<file path="config.mk">
export PLATFORM = sky130hd
export DESIGN_NAME = bu_result_collector
export DESIGN_NICKNAME = d
export VERILOG_FILES = /design/src/rtl/bu_result_collector.sv
export SDC_FILE = /design/constraint.sdc
export NUM_CORES = 1
export LEC_CHECK = 0
export ABC_AREA = 0
export BUFFER_PORTS_ARGS = -buffer_cell sky130_fd_sc_hd__buf_2
export CORE_MARGIN = 2
export CORE_UTILIZATION = 35
export DETAILED_ROUTE_END_ITERATION = 7
export SYNTH_ARGS = -nofsm -noshare
export SYNTH_HDL_FRONTEND = slang
export SYNTH_SLANG_ARGS = --single-unit
</file>
<file path="constraint.sdc">
create_clock -name clock -period 12.2 [get_ports clock]
set_clock_uncertainty 0.15 [all_clocks]
set_input_delay 1.22 -clock clock [delete_from_list [all_inputs] [get_ports clock]]
set_output_delay 1.22 -clock clock [all_outputs]
set_load 0.01 [all_outputs]
</file>
<file path="src/rtl/bu_result_collector.sv">
// bu_result_collector: in-order result buffer behind the lower butterfly unit.
// It captures {flags, result} on data_available and presents the oldest entry
// through a registered head on a valid/ready handshake. It also hands out
// launch credits, so the fixed-latency BU can never overrun the buffer.
module bu_result_collector #(
  parameter int DEPTH = 16,
  parameter int WIDTH = 32
) (
  input  logic                     clock,
  input  logic                     aclr_n,
  input  logic                     issue,
  output logic                     issue_ok,
  input  logic                     data_available,
  input  logic [WIDTH-1:0]         result,
  input  logic                     zero,
  input  logic                     overflow,
  input  logic                     underflow,
  input  logic                     division_by_zero,
  output logic                     out_valid,
  input  logic                     out_ready,
  output logic [WIDTH-1:0]         out_data,
  output logic [3:0]               out_flags,
  output logic [$clog2(DEPTH):0]   fifo_count,
  output logic [$clog2(DEPTH):0]   inflight,
  output logic                     err_overissue,
  output logic                     err_overrun,
  output logic                     err_spurious
);

  localparam int AW = $clog2(DEPTH);
  localparam int CW = AW + 1;
  localparam int EW = WIDTH + 4;
  localparam logic [CW-1:0] FULL_CNT = CW'(DEPTH);

  // Storage holds every buffered entry, including the one mirrored in the head.
  logic [EW-1:0] mem_q [DEPTH];

  logic [AW-1:0] wr_ptr_q, wr_ptr_d;
  logic [AW-1:0] rd_ptr_q, rd_ptr_d;
  logic [AW-1:0] rd_next;
  logic [CW-1:0] count_q, count_d;
  logic [CW-1:0] inflight_q, inflight_d;
  logic          out_valid_q, out_valid_d;
  logic [EW-1:0] head_q, head_d;
  logic          err_overissue_q, err_overissue_d;
  logic          err_overrun_q, err_overrun_d;
  logic          err_spurious_q, err_spurious_d;

  logic          full;
  logic          pop;
  logic          push;
  logic [EW-1:0] wdata;
  logic [CW:0]   credit_sum;

  assign wdata      = {division_by_zero, overflow, underflow, zero, result};
  assign full       = (count_q == FULL_CNT);
  assign pop        = out_valid_q & out_ready;
  // A full buffer still takes a word when a slot frees in the same cycle.
  assign push       = data_available & (~full | pop);
  assign rd_next    = rd_ptr_q + AW'(1);

  // Credits count both stored words and words still inside the BU pipeline.
  assign credit_sum = {1'b0, inflight_q} + {1'b0, count_q};
  assign issue_ok   = (credit_sum < (CW+1)'(DEPTH));

  // Next-state for pointers, occupancy, head register, credit counter and errors.
  always_comb begin
    wr_ptr_d        = push ? wr_ptr_q + AW'(1) : wr_ptr_q;
    rd_ptr_d        = pop  ? rd_next           : rd_ptr_q;

    count_d = count_q;
    case ({push, pop})
      2'b10:   count_d = count_q + CW'(1);
      2'b01:   count_d = count_q - CW'(1);
      default: count_d = count_q;
    endcase

    // Head: next stored entry after a pop, or the incoming word when it
    // becomes the oldest one (buffer empty, or only the popped entry left).
    out_valid_d = out_valid_q;
    head_d      = head_q;
    if (pop) begin
      if (count_q > CW'(1)) begin
        head_d      = mem_q[rd_next];
        out_valid_d = 1'b1;
      end else if (push) begin
        head_d      = wdata;
        out_valid_d = 1'b1;
      end else begin
        out_valid_d = 1'b0;
      end
    end else if (push && !out_valid_q) begin
      head_d      = wdata;
      out_valid_d = 1'b1;
    end

    inflight_d      = inflight_q;
    err_spurious_d  = err_spurious_q;
    err_overissue_d = err_overissue_q | (issue & ~issue_ok);
    err_overrun_d   = err_overrun_q | (data_available & ~push);
    if (issue && !data_available) begin
      if (inflight_q != '1) inflight_d = inflight_q + CW'(1);
    end else if (data_available && !issue) begin
      if (inflight_q == '0) err_spurious_d = 1'b1;
      else                  inflight_d     = inflight_q - CW'(1);
    end
  end

  // Control state and the registered head, cleared asynchronously.
  always_ff @(posedge clock or negedge aclr_n) begin
    if (!aclr_n) begin
      wr_ptr_q        <= '0;
      rd_ptr_q        <= '0;
      count_q         <= '0;
      inflight_q      <= '0;
      out_valid_q     <= 1'b0;
      head_q          <= '0;
      err_overissue_q <= 1'b0;
      err_overrun_q   <= 1'b0;
      err_spurious_q  <= 1'b0;
    end else begin
      wr_ptr_q        <= wr_ptr_d;
      rd_ptr_q        <= rd_ptr_d;
      count_q         <= count_d;
      inflight_q      <= inflight_d;
      out_valid_q     <= out_valid_d;
      head_q          <= head_d;
      err_overissue_q <= err_overissue_d;
      err_overrun_q   <= err_overrun_d;
      err_spurious_q  <= err_spurious_d;
    end
  end

  // Buffer storage; contents need no reset.
  always_ff @(posedge clock) begin
    if (push) mem_q[wr_ptr_q] <= wdata;
  end

  assign out_valid     = out_valid_q;
  assign out_data      = head_q[WIDTH-1:0];
  assign out_flags     = head_q[EW-1:WIDTH];
  assign fifo_count    = count_q;
  assign inflight      = inflight_q;
  assign err_overissue = err_overissue_q;
  assign err_overrun   = err_overrun_q;
  assign err_spurious  = err_spurious_q;

endmodule

</file>
==> flow_summary.yaml <==
status:
  status: "finished clean"
cts:
  clkSlewWorstSetupHoldPaths_ps: 60
  numCtsBuffers: 61
  hold_buffers: 0
  cts_tree: "built"
  clk_path_buf_depth: 3
  post_cts_resized: 0
  cts_root_buf: "clkbuf_16"
  cts_sinks: 634
  htree_num_levels: 2
  post_cts_buffers: 0
  clk_latency_ps: 640
global_route:
  grt_pass1_wl_um: 83840
  grt_pass1_vias: 12650
  gr-total-overflow: 0
  grt_max_degree: 65
  antenna_found_initial: 4
  grt_util_all_layers_pct: 15.50
logic_synthesis:
  mappedNetlistArea_um2: 24610
  yosys_warnings: 0
  syn_nets: 1209
  synth_area_per_cell_um2: 21.46
  synth_seq_cells: 634
  ys_seq_area_share_pct: 76.18
  yosys.area.top_type: "edfxtp_1"
  synthCells: 1147
  synthTopCellsByArea: "edfxtp_1, mux4_2, dfrtp_1"
  synth_top_area_share_pct: 70.28
  yosys.cell_types.count: 44
timing:
  final.setup.tns_ps: 0
  fmax_mhz: 242.2
  hold_violations: 0
  finalSetupViolations: 0
  worstMarginPinSlew_ps: 1034
  holdWs_ps: 302.4
  fin_crit_sh_pct: 33.84
  period_needed_ps: 4128
  drv_slew: 0
  slew_headroom_pct: 31.07
  rsz0062_at_grt: "false"
cells_and_area:
  syn2layout_area_growth_pct: 15.14
  drive_gt1_share_pct: 29.73
  final_area_um2: 28340
  nFillCells: 6144
  multi_input_area_um2: 5682
  register_area_um2: 18750
  layout.nets: 1332
place:
  port_buffers: 91
  place_area_um2: 26330
  place.gp.congestion: 0.7342
  hpwl_um: 29180
power_and_ir_drop:
  clock_power_share_pct: 26.3
  max-vdd-ir-drop_mv: 0.1719
  switching_share_pct: 32.18
  cellLeakagePower_nw: 9.230
  power_density_nw_per_um2: 252.0
  seq_power_share_pct: 39.9
  p_switching_w: 0.002298
  combPwrFrac_pct: 33.8
  internal-power_w: 0.004843
route:
  antenna_left: 0
  drtPass1Iterations: 5
  drtIter0Drc: 1229
  drt_wl_total_um: 55830
  wire_per_inst_um: 24.67
  remaining_drc_errors: 0
  vias_per_cell: 5.224
  num_vias: 11820
critical_path:
  max_stage_delay_ps: 890
  worst_setup_path_start_kind: "flip-flop"
  critPathArrivalTime_ps: 4490
  crit_slowest_cell: "buf_4"
  worst_path_most_repeated_cell: "buf_4"
  path_delay_family: "buffers and inverters"
  critPathMaxFanout: 64
  crit_path_cell_trace: "ha_4, buf_4, buf_4, mux4_2, mux2i_1, a32oi_1, o221a_1"
  criticalPathCategory: "flip-flop to flip-flop"
  worst-path-buf-inv: 2
  required_ps: 12560
  cp-end-kind: "flip-flop"
floorplanning:
  die_area_um2: 72450
  die_h_um: 269.2
  ios: 92
  std_cell_rows: 97
  start_util_pct: 35.26
  coreArea_um2: 69790
  chipWidth_um: 269.2
hold_path:
  min_path_type: "flip-flop to flip-flop"
job:
  drv_cap: 0
cell usage after synthesis, drive strengths merged:
library cell and instances:
a2111oi 1, a211oi 2, a21o 5, a21oi 6, a22oi 1, a311o 1
a31o 1, a32oi 36, and2 1, buf 35, clkbuf 25, dfrtp 58
edfxtp 576, fa 1, ha 20, inv 11, mux2 3, mux2i 37
mux4 144, nand2 85, nand2b 2, nand3 3, nand4 3, nand4b 1
nor2 21, nor2b 1, nor3 5, nor4 1, o21ai 2, o21ba 1
o21bai 2, o221a 36, o41ai 1, or4 1, xnor2 11, xor2 7
cells in the final DEF (no fill, tap or decap), types with 8 or more instances in the layout:
master	count
o221a_1	30
nor2_4	13
dfrtp_1	57
inv_1	11
mux2i_1	37
nor2_1	8
clkbuf_8	12
nand2_1	84
clkinv_2	8
ha_1	19
clkbuf_1	17
buf_2	90
edfxtp_1	576
clkbuf_16	61
a32oi_1	36
xnor2_1	10
buf_4	30
mux4_2	144
logic make-up (layout without fill, tap and decap cells):
group	after synthesis	after routing	share of synthesized area [%]
AOI/OAI and AO/OA	95	95	3.716
xor gates and xnor gates	18	18	0.6711
adders and majority gates	21	21	1.098
buffers and inverters	71	246	1.403
DFF	634	634	76.18
muxes	184	184	14.82
other	0	1	0
and+or+nand+nor	124	124	2.110
per-layer routing:
metal	GRT usage [%]	vias to the layer above	wire length, um
li1	-	5026	-
met1	20.06	6406	23500
met2	26.63	298	28330
met3	2.859	90	2616
met4	4.572	2	1370
met5	0	-	13
area by class of cell:
type / instances / area share (%)
Multi-Input combinational cell: 442 / 20.05
Clock buffer: 90 / 6.195
Inverter: 11 / 0.1457
Antenna cell: 1 / 0.008831
Tap cell: 940 / 4.151
Timing Repair Buffer: 120 / 2.384
Clock inverter: 25 / 0.8875
Sequential cell: 634 / 66.18
per-stage QoR:
stage               power [W]  setup WS, ps  instances  util, %
finish               0.007141          8072       2263    40.60
global route         0.007499          7803       2262    40.60
CTS                  0.007247          7960       2262    40.60
global placement     0.005332          7849       2147    37.72
detailed placement   0.005367          7794       2147    37.72
floorplan            0.004579          7028       1147        -
sequential cells by signal, indices dropped and copies added (netlist names):
name / count
err_overissue: 1
err_overrun: 1
err_spurious: 1
fifo_count: 5
head_q: 36
inflight: 5
mem_q: 576
out_valid: 1
rd_ptr_q: 4
wr_ptr_q: 4
final timing paths:
check                                end  slack [ps]    startpoint  cells past startpoint
max                           head_q[18]        8070   rd_ptr_q[0]                      7
min                         err_spurious         300  err_spurious                      1
max reg2reg                   head_q[18]        8070   rd_ptr_q[0]                      7
min reg2reg                 err_spurious         300  err_spurious                      1
max in group asynchronous    rd_ptr_q[0]       10540        aclr_n                      1
min in group asynchronous  err_overissue         620        aclr_n                      1
worst register-to-register path, stage by stage, from the launching register on:
cell and delay (ps):
dfrtp_4 660, ha_4 760, buf_4 660, buf_4 910, mux4_2 490, mux2i_1 160
a32oi_1 70, o221a_1 160
power groups by stage:
stage | Clock, W | Sequential, W | Combinational (W)
6_report | 0.00188 | 0.00285 | 0.00241
3_3_place_gp | 0 | 0.00289 | 0.00245
5_1_grt | 0.00200 | 0.00288 | 0.00262
3_5_place_dp | 0 | 0.00289 | 0.00247
2_1_floorplan | 0 | 0.00286 | 0.00172
4_1_cts | 0.00192 | 0.00285 | 0.00247
No activity file was read; power rests on OpenSTA's default activity.
